--- config.mk ---
export PLATFORM = sky130hd
export DESIGN_NAME = arbitro_rr
export DESIGN_NICKNAME = d
export VERILOG_FILES = /design/src/rtl/arbitro_rr_pkg.sv /design/src/rtl/arbitro_rr_priority_select.sv /design/src/rtl/arbitro_rr.sv
export SDC_FILE = /design/constraint.sdc
export NUM_CORES = 1
export LEC_CHECK = 0
export CORE_ASPECT_RATIO = 1.1
export CORE_MARGIN = 4
export CORE_UTILIZATION = 42
export CTS_CLUSTER_DIAMETER = 80
export DETAILED_ROUTE_END_ITERATION = 16
export GPL_ROUTABILITY_DRIVEN = 0
export PLACE_DENSITY = 0.89
export SLEW_MARGIN = 20
export SYNTH_ARGS = -nofsm -noshare
export SYNTH_HDL_FRONTEND = slang
export SYNTH_SLANG_ARGS = --single-unit
--- constraint.sdc ---
create_clock -name clk -period 3.6 [get_ports clk]
set_clock_uncertainty 0.1 [all_clocks]
set_input_delay 0.9 -clock clk [delete_from_list [all_inputs] [get_ports clk]]
set_output_delay 0.9 -clock clk [all_outputs]
set_load 0.05 [all_outputs]
--- src/rtl/arbitro_rr_pkg.sv ---
// Shared definitions for the round-robin source-to-destination FIFO arbiter.
package arbitro_rr_pkg;

  localparam int NUM_FIFO = 4;
  localparam int PTR_W    = 2;

  // The destination field sits in the top bits of each word, counted down from the MSB.
  localparam int DEST_MSB_OFS = 1;
  localparam int DEST_LSB_OFS = 2;

  typedef enum logic [1:0] {
    ST_IDLE   = 2'd0,
    ST_ACTIVE = 2'd1,
    ST_PAUSE  = 2'd2
  } arb_state_t;

  function automatic logic [NUM_FIFO-1:0] idx_to_onehot(input logic [PTR_W-1:0] idx);
    logic [NUM_FIFO-1:0] oh;
    oh      = '0;
    oh[idx] = 1'b1;
    return oh;
  endfunction

endpackage

--- src/rtl/arbitro_rr_priority_select.sv ---
// Combinational rotating-priority picker: first requester at or above ptr, wrapping.
module rr_priority_select
  import arbitro_rr_pkg::*;
(
  input  logic [NUM_FIFO-1:0] req,
  input  logic [PTR_W-1:0]    ptr,
  output logic [NUM_FIFO-1:0] grant,
  output logic [PTR_W-1:0]    grant_idx
);

  logic [PTR_W-1:0] cand;

  // Walk from the farthest offset back to ptr so the closest requester overwrites the rest.
  always_comb begin
    grant     = '0;
    grant_idx = '0;
    cand      = '0;
    for (int k = NUM_FIFO - 1; k >= 0; k--) begin
      cand = ptr + PTR_W'(k);
      if (req[cand]) begin
        grant     = idx_to_onehot(cand);
        grant_idx = cand;
      end
    end
  end

endmodule

--- src/rtl/arbitro_rr.sv ---
// Round-robin arbiter draining four source FIFOs into four destination FIFOs,
// routing each word by its two MSBs; popping halts while any destination is almost full.
module arbitro_rr
  import arbitro_rr_pkg::*;
#(
  parameter int WORD_SIZE = 6
) (
  input  logic                          clk,
  input  logic                          reset_L,
  input  logic [NUM_FIFO-1:0]           fifo_empty,
  input  logic [NUM_FIFO*WORD_SIZE-1:0] fifo_data_out,
  input  logic [NUM_FIFO-1:0]           dest_almost_full,
  output logic [NUM_FIFO-1:0]           fifo_rd,
  output logic [NUM_FIFO-1:0]           fifo_wr,
  output logic [WORD_SIZE-1:0]          fifo_data_in,
  output logic [1:0]                    arb_state
);

  localparam int DEST_MSB = WORD_SIZE - DEST_MSB_OFS;
  localparam int DEST_LSB = WORD_SIZE - DEST_LSB_OFS;

  arb_state_t           state;
  logic                 pause;
  logic                 any_req;
  logic                 pop_now;
  logic                 pop_q;
  logic [NUM_FIFO-1:0]  req;
  logic [NUM_FIFO-1:0]  grant;
  logic [PTR_W-1:0]     grant_idx;
  logic [PTR_W-1:0]     rr_ptr;
  logic [PTR_W-1:0]     src_q;
  logic [WORD_SIZE-1:0] src_word;

  assign pause   = |dest_almost_full;
  assign req     = ~fifo_empty;
  assign any_req = |req;

  rr_priority_select u_select (
    .req       (req),
    .ptr       (rr_ptr),
    .grant     (grant),
    .grant_idx (grant_idx)
  );

  // The pop strobe follows the live inputs so a freshly non-empty source is served the same cycle.
  assign pop_now = (|grant) && !pause && reset_L;
  assign fifo_rd = pop_now ? grant : '0;

  always_comb begin
    src_word = '0;
    for (int i = 0; i < NUM_FIFO; i++) begin
      if (src_q == PTR_W'(i)) begin
        src_word = fifo_data_out[i*WORD_SIZE +: WORD_SIZE];
      end
    end
  end

  // State, pointer and the two-stage pop->push pipeline; the source presents the
  // popped word one cycle after the pop, so it is captured on the following edge.
  always_ff @(posedge clk or negedge reset_L) begin
    if (!reset_L) begin
      state        <= ST_IDLE;
      rr_ptr       <= '0;
      pop_q        <= 1'b0;
      src_q        <= '0;
      fifo_wr      <= '0;
      fifo_data_in <= '0;
    end else begin
      case (state)
        ST_IDLE, ST_ACTIVE, ST_PAUSE: begin
          if (pause) begin
            state <= ST_PAUSE;
          end else if (any_req) begin
            state <= ST_ACTIVE;
          end else begin
            state <= ST_IDLE;
          end
        end
        default: state <= ST_IDLE;
      endcase

      if (pop_now) begin
        rr_ptr <= grant_idx + PTR_W'(1);
      end
      pop_q <= pop_now;
      src_q <= grant_idx;

      if (pop_q) begin
        fifo_data_in <= src_word;
        fifo_wr      <= idx_to_onehot(src_word[DEST_MSB:DEST_LSB]);
      end else begin
        fifo_wr <= '0;
      end
    end
  end

  assign arb_state = state;

endmodule

==> Yosys cells after proc, flatten, opt, wreduce, memory -nomap -nowiden <==
Cells that the tools add are included.
{ "word_totals": {"ff_bits": 17, "in_bits": 34, "out_inout_bits": 16} }
{ "op_classes": {"addsub": 4, "order_cmp": 10, "eq_ne": 5, "n_mux": 35, "n_bitwise": 1, "reduce_logical": 14} }
{ "ops": {"columns": ["op", "n"], "rows": [
  ["2-to-1 mux 4 bit", 6],
  ["2-to-1 mux 6 bit", 4],
  ["< comparator 2 x 3 -> 1 bit (second input constant)", 5],
  ["2-to-1 mux 2 bit", 6],
  ["OR reduction 4 bit", 3],
  ["demux 1 bit (select 2 bit)", 5],
  ["greater-or-equal comparator 2 x 1 -> 1 bit (second input constant)", 5],
  ["2-to-1 mux 1 bit", 10],
  ["binary-select mux 1 bit (select 2 bit)", 4],
  ["logical AND 1 bit", 7],
  ["equality test 2 bit (second input constant)", 3],
  ["adder 2 x 1 -> 2 bit (second input constant)", 2],
  ["adder 2 bit (second input constant)", 2],
  ["equality test 2 x 1 -> 1 bit (second input constant)", 2],
  ["zero test 2 bit", 2],
  ["NOT 4 bit", 1],
  ["OR reduction 3 bit", 1],
  ["zero test 1 bit", 1]
]} }

==> Longest topological paths before layout <==
{ "depth": {"word_depth": 13, "depth_mapped": 9} }

==> Cells and area by module <==
From an unflattened synthesis, not the netlist that was laid out.
{ "unflattened": {"cells_unflattened": 124, "area_unflattened_um2": 1333.8} }
{ "by_module_without_submodules": {"columns": ["module", "instances", "cells_per_inst", "area_each_um2", "seq_area_each_um2"], "rows": [
  ["arbitro_rr", 1, 58, 842.1, 425.4],
  ["rr_priority_select", 1, 66, 491.7, 0.0]
]} }

==> Worst setup path before layout <==
OpenSTA, ideal clock, no wires.
{ "synth_path": {"path_type": "input -> output", "startpoint": "input fifo_empty[1]", "endpoint": "output fifo_rd[2]", "arrival_ns": 2.431, "required_ns": 2.600, "path_slack_ns": 0.169, "path_stages": 5, "n_path_buf": 0, "cell_sequence": "mux4_2 > nor2b_1 > nand2_1 > a41oi_1 > and2_1"} }
{ "synth_between": {"elab_chain_len": 11} }
{ "synth_lines": {"columns": ["item", "line", "text"], "rows": [
  ["start, declared", "arbitro_rr.sv:10", "input logic [NUM_FIFO-1:0] fifo_empty,"],
  ["NOT 4 bit *", "arbitro_rr.sv:35", "assign req = ~fifo_empty;"],
  ["binary-select mux 1 bit (select 2 bit)", "arbitro_rr_priority_select.sv:20", "if (req[cand]) begin"],
  ["2-to-1 mux 1 bit (not written as such)", "arbitro_rr_priority_select.sv:20", null],
  ["2-to-1 mux 4 bit (3 in series)", "arbitro_rr_priority_select.sv:20", null],
  ["2-to-1 mux 4 bit *", "arbitro_rr_priority_select.sv:20", null],
  ["OR reduction 4 bit", "arbitro_rr.sv:46", "assign pop_now = (|grant) && !pause && reset_L;"],
  ["logical AND 1 bit (2 in series)", "arbitro_rr.sv:46", null],
  ["2-to-1 mux 4 bit *", "arbitro_rr.sv:47", "assign fifo_rd = pop_now ? grant : '0;"],
  ["end, declared", "arbitro_rr.sv:13", "output logic [NUM_FIFO-1:0] fifo_rd,"]
]} }
Mark *: on every way between the ends. The rest lies on a longest branch, timed or not. The select of a mux whose other input is x is not followed.

==> Final worst setup path <==
{ "layout_path": {"startpoint": "input fifo_empty[2]", "endpoint": "output fifo_rd[0]"} }
The elaborated chain is that of the path after synthesis.

==> run summary <==
The clock-pin slew on the worst setup and hold paths is 90 ps. The maximum fanout encountered on the critical timing path is 8. The post-route cell area is 0.001906 mm^2. The average wire length per cell after detail routing came out at 15.32 um. The post-synth net total is 147.

The number of clock buffers added by TritonCTS is 3. The first global-routing pass estimated 5175 um of wire. The total wire length after detailed routing is 3110 um. The die covers 0.003787 mm^2.

The leakage dissipation is 0.8426 nW. The repair_antennas step left the layout with diodes totalling 0. The total grt overflow is 0. The share of the yosys chip area belonging to registers came out at 35.34%. Yosys mapped a number of flops with a built-in enable equal to 0. The final count of negative-setup-slack endpoints came out at 0. In this run the tightest slew margin relative to its limit is 66.20%. Counting both buffers and inverters, the worst setup path holds a total of 2. The footprint of the multi-input gates is 752.0 um^2. The power density normalized to cell area is 735.8 mW/mm^2.

The number of H-tree branching levels is 1. The tree is rooted in a sky130_fd_sc_hd__clkbuf_4. The die outline height is 64.15 um.

The share of synthesized registers carrying an async set or reset is 100.0%. Summed over all nets, the half-perimeter wirelength after detailed placement is 2676 um. The mapped netlist covers 0.001204 mm^2. The via count of the first global-routing pass came out at 1176. The placement-stage worst setup slack is -221.4 ps. For the worst setup path, the data required time is 2600 ps. The number of slew-limit violations in the final report came out at 0. The placed instance count is 199. The maximum count of clock buffers along a single path is 2. The first-iteration detailed-routing DRC count came out at 31. Sorting the synthesized cells by how often they occur yields sky130_fd_sc_hd__dfrtp_1 (17), sky130_fd_sc_hd__a21oi_1 (10), sky130_fd_sc_hd__mux4_2 (10). The maximum ir drop on the vdd rail came out at 574.6 uV. The starting utilization of the core area is 43.73%.

During synthesis, Yosys emitted a total of 0 warnings. The initial antenna violation count is 0. In this design, the stage delay of the slowest critical-path cell is 570 ps. The most common cell in the synthesized netlist is sky130_fd_sc_hd__dfrtp_1. The worst setup slack after layout came out at 76.41 ps. In the final layout, flip-flops and latches occupy 425.4 um^2. The count of input and output buffers came out at 49. For this design the top-level I/O count stands at 50. The number of buffers added for setup after CTS is 0.

Setup repair after global routing left no endpoint under its margin. The layout overhead on the synthesized area came out at 58.32%. The average footprint of a synthesized cell is 11.36 um^2. The number of gates resized after cts came out at 10.

The signal on the critical path passes through dlygate4sd2_1 > mux4_2 > nand2b_1 > o22ai_1 > a21oi_1 > and2_4 > buf_12. For this run, design rule violations remaining after detail routing come to 0. The critical path launch point type is an input pin. The classification of the worst-slack hold path is reg -> reg. The pin count of the biggest net entering global routing is 18. The overall routing resource usage came out at 17.53%. The area of the core is 0.002753 mm^2.

The detailed router placed 1110 vias in this run. The number of filler instances in the final layout is 201. The per-cell via count in the routed design came out at 5.468. The critical-path cell with the highest stage delay is sky130_fd_sc_hd__mux4_2.

The share of Yosys cell area claimed by the top area cell type came out at 35.34%. The fraction of the core area covered by cells at the end of the flow came out at 69.23%. The number of clock sinks is 17.

Summed over all instances, the cell type with the most area after synthesis is sky130_fd_sc_hd__dfrtp_1. The post-place instance area came out at 0.001862 mm^2. The flow ran to the end, and the final reports show no timing, DRC or antenna violations. The synthesized netlist contains 26 unique library cells. The endpoint kind of the worst setup timing path is an output port. The period utilization is 97.88%.

The number of rows created at floorplan came out at 20. The number of detailed-routing iterations run before antenna repair is 4. The share of cells above drive strength 1 came out at 26.47%.

The fmax came out at 283.8 MHz. The worst path needs 3524 ps of the cycle, external delays included. The register bit total from synthesis is 17.

After synthesis, the cell types taking the most area are sky130_fd_sc_hd__dfrtp_1 (35%), sky130_fd_sc_hd__mux4_2 (19%), sky130_fd_sc_hd__ha_1 (7.3%), sky130_fd_sc_hd__mux2_2 (4.7%), sky130_fd_sc_hd__a21oi_1 (4.2%). The die extent in x came out at 59.04 um. By startpoint and endpoint, the worst setup path is classified as in -> out.

The count of max-cap constraint violations is 0. The instance count of the mapped netlist came out at 106. For the worst setup path, the data arrival time is 2520 ps. The final net count is 212. The CTS tree is built. The remaining number of nets flagged by the antenna check after routing is 0. The most frequently used flop master after synthesis is sky130_fd_sc_hd__dfrtp_1. On the critical path the largest part of the delay comes from multiplexers.

The later-pin clock latency in the skew report is 280 ps. At the pin with the least slew margin, the transition time is 505.4 ps. The number of hold buffers added after cts is 0. The filler-free cell count of the finished design came out at 203. The final-report hold violation count came out at 0.
[metal layers]
| metal | vias up | GRT usage [%] | wire, um |
|---|---|---|---|
| met5 | - | 0 | 0 |
| met4 | 0 | 3.683 | 21 |
| met3 | 2 | 3.838 | 270 |
| met2 | 53 | 34.67 | 1751 |
| met1 | 542 | 17.99 | 1067 |
| li1 | 513 | - | - |
[sequential cells by signal (all words and copies together), names as in the netlist]
name,cells
arb_state,2
fifo_data_in,6
fifo_wr,4
pop_q,1
rr_ptr,2
src_q,2
[logic make-up (layout without fill, tap and decap cells)]
kind of cell | count (synthesis) | in the layout | share of synthesized area, %
buffers and inverters | 11 | 75 | 4.054
muxes | 18 | 18 | 25.88
and+or+nand+nor | 31 | 31 | 13.62
DFF | 17 | 17 | 35.34
adders and majority gates | 7 | 7 | 7.276
xor gates and xnor gates | 1 | 1 | 0.7278
AOI/OAI and AO/OA | 21 | 21 | 13.10
[metrics by stage]
step	power (mW)	setup TNS (ps)	hold slack [ps]
6_report	1.402	0	373.8
5_1_grt	1.506	0	426.3
4_1_cts	1.403	0	376.2
3_5_place_dp	1.283	-647.3	363.6
3_3_place_gp	1.244	-317.6	360.5
2_1_floorplan	0.9553	0	504.4
[power by group]
part / switching [mW] / internal (mW) / total (mW)
clock network: 0.0511 / 0.0429 / 0.0940
registers: 0.0568 / 0.249 / 0.306
logic: 0.527 / 0.475 / 1.00
total: 0.635 / 0.767 / 1.40
[final timing paths]
kind,from,to,slack [ps],depth (start not counted)
min in group asynchronous,reset_L,arb_state[1],900,2
worst max-delay path,fifo_empty[2],fifo_rd[0],80,7
worst min-delay path,arb_state[1],arb_state[1],370,1
worst min register to register,arb_state[1],arb_state[1],370,1
worst max register to register,rr_ptr[0],rr_ptr[0],810,9
max in group asynchronous,reset_L,src_q[0],2310,2
[cells in the final DEF, fill, tap and decap left out, types with 3 or more instances in the layout]
cell	instances
sky130_fd_sc_hd__nor2_1	6
sky130_fd_sc_hd__a21oi_1	10
sky130_fd_sc_hd__mux4_2	10
sky130_fd_sc_hd__clkdlybuf4s50_1	41
sky130_fd_sc_hd__inv_1	8
sky130_fd_sc_hd__buf_4	14
sky130_fd_sc_hd__and2_4	3
sky130_fd_sc_hd__mux2_2	5
sky130_fd_sc_hd__dfrtp_1	17
sky130_fd_sc_hd__dlygate4sd2_1	4
sky130_fd_sc_hd__ha_1	7
sky130_fd_sc_hd__nand2_1	8
sky130_fd_sc_hd__buf_12	4
sky130_fd_sc_hd__nand2b_1	5
sky130_fd_sc_hd__mux2i_1	3
sky130_fd_sc_hd__clkbuf_4	3
[layout make-up]
| class | instances | share of cell area (%) |
|---|---|---|
| Multi-Input combinational cell | 78 | 39.46 |
| Timing Repair Buffer | 63 | 33.09 |
| Sequential cell | 17 | 22.32 |
| Tap cell | 33 | 2.167 |
| Inverter | 8 | 1.576 |
| Clock buffer | 4 | 1.379 |
No activity file was read; power rests on OpenSTA's default activity.
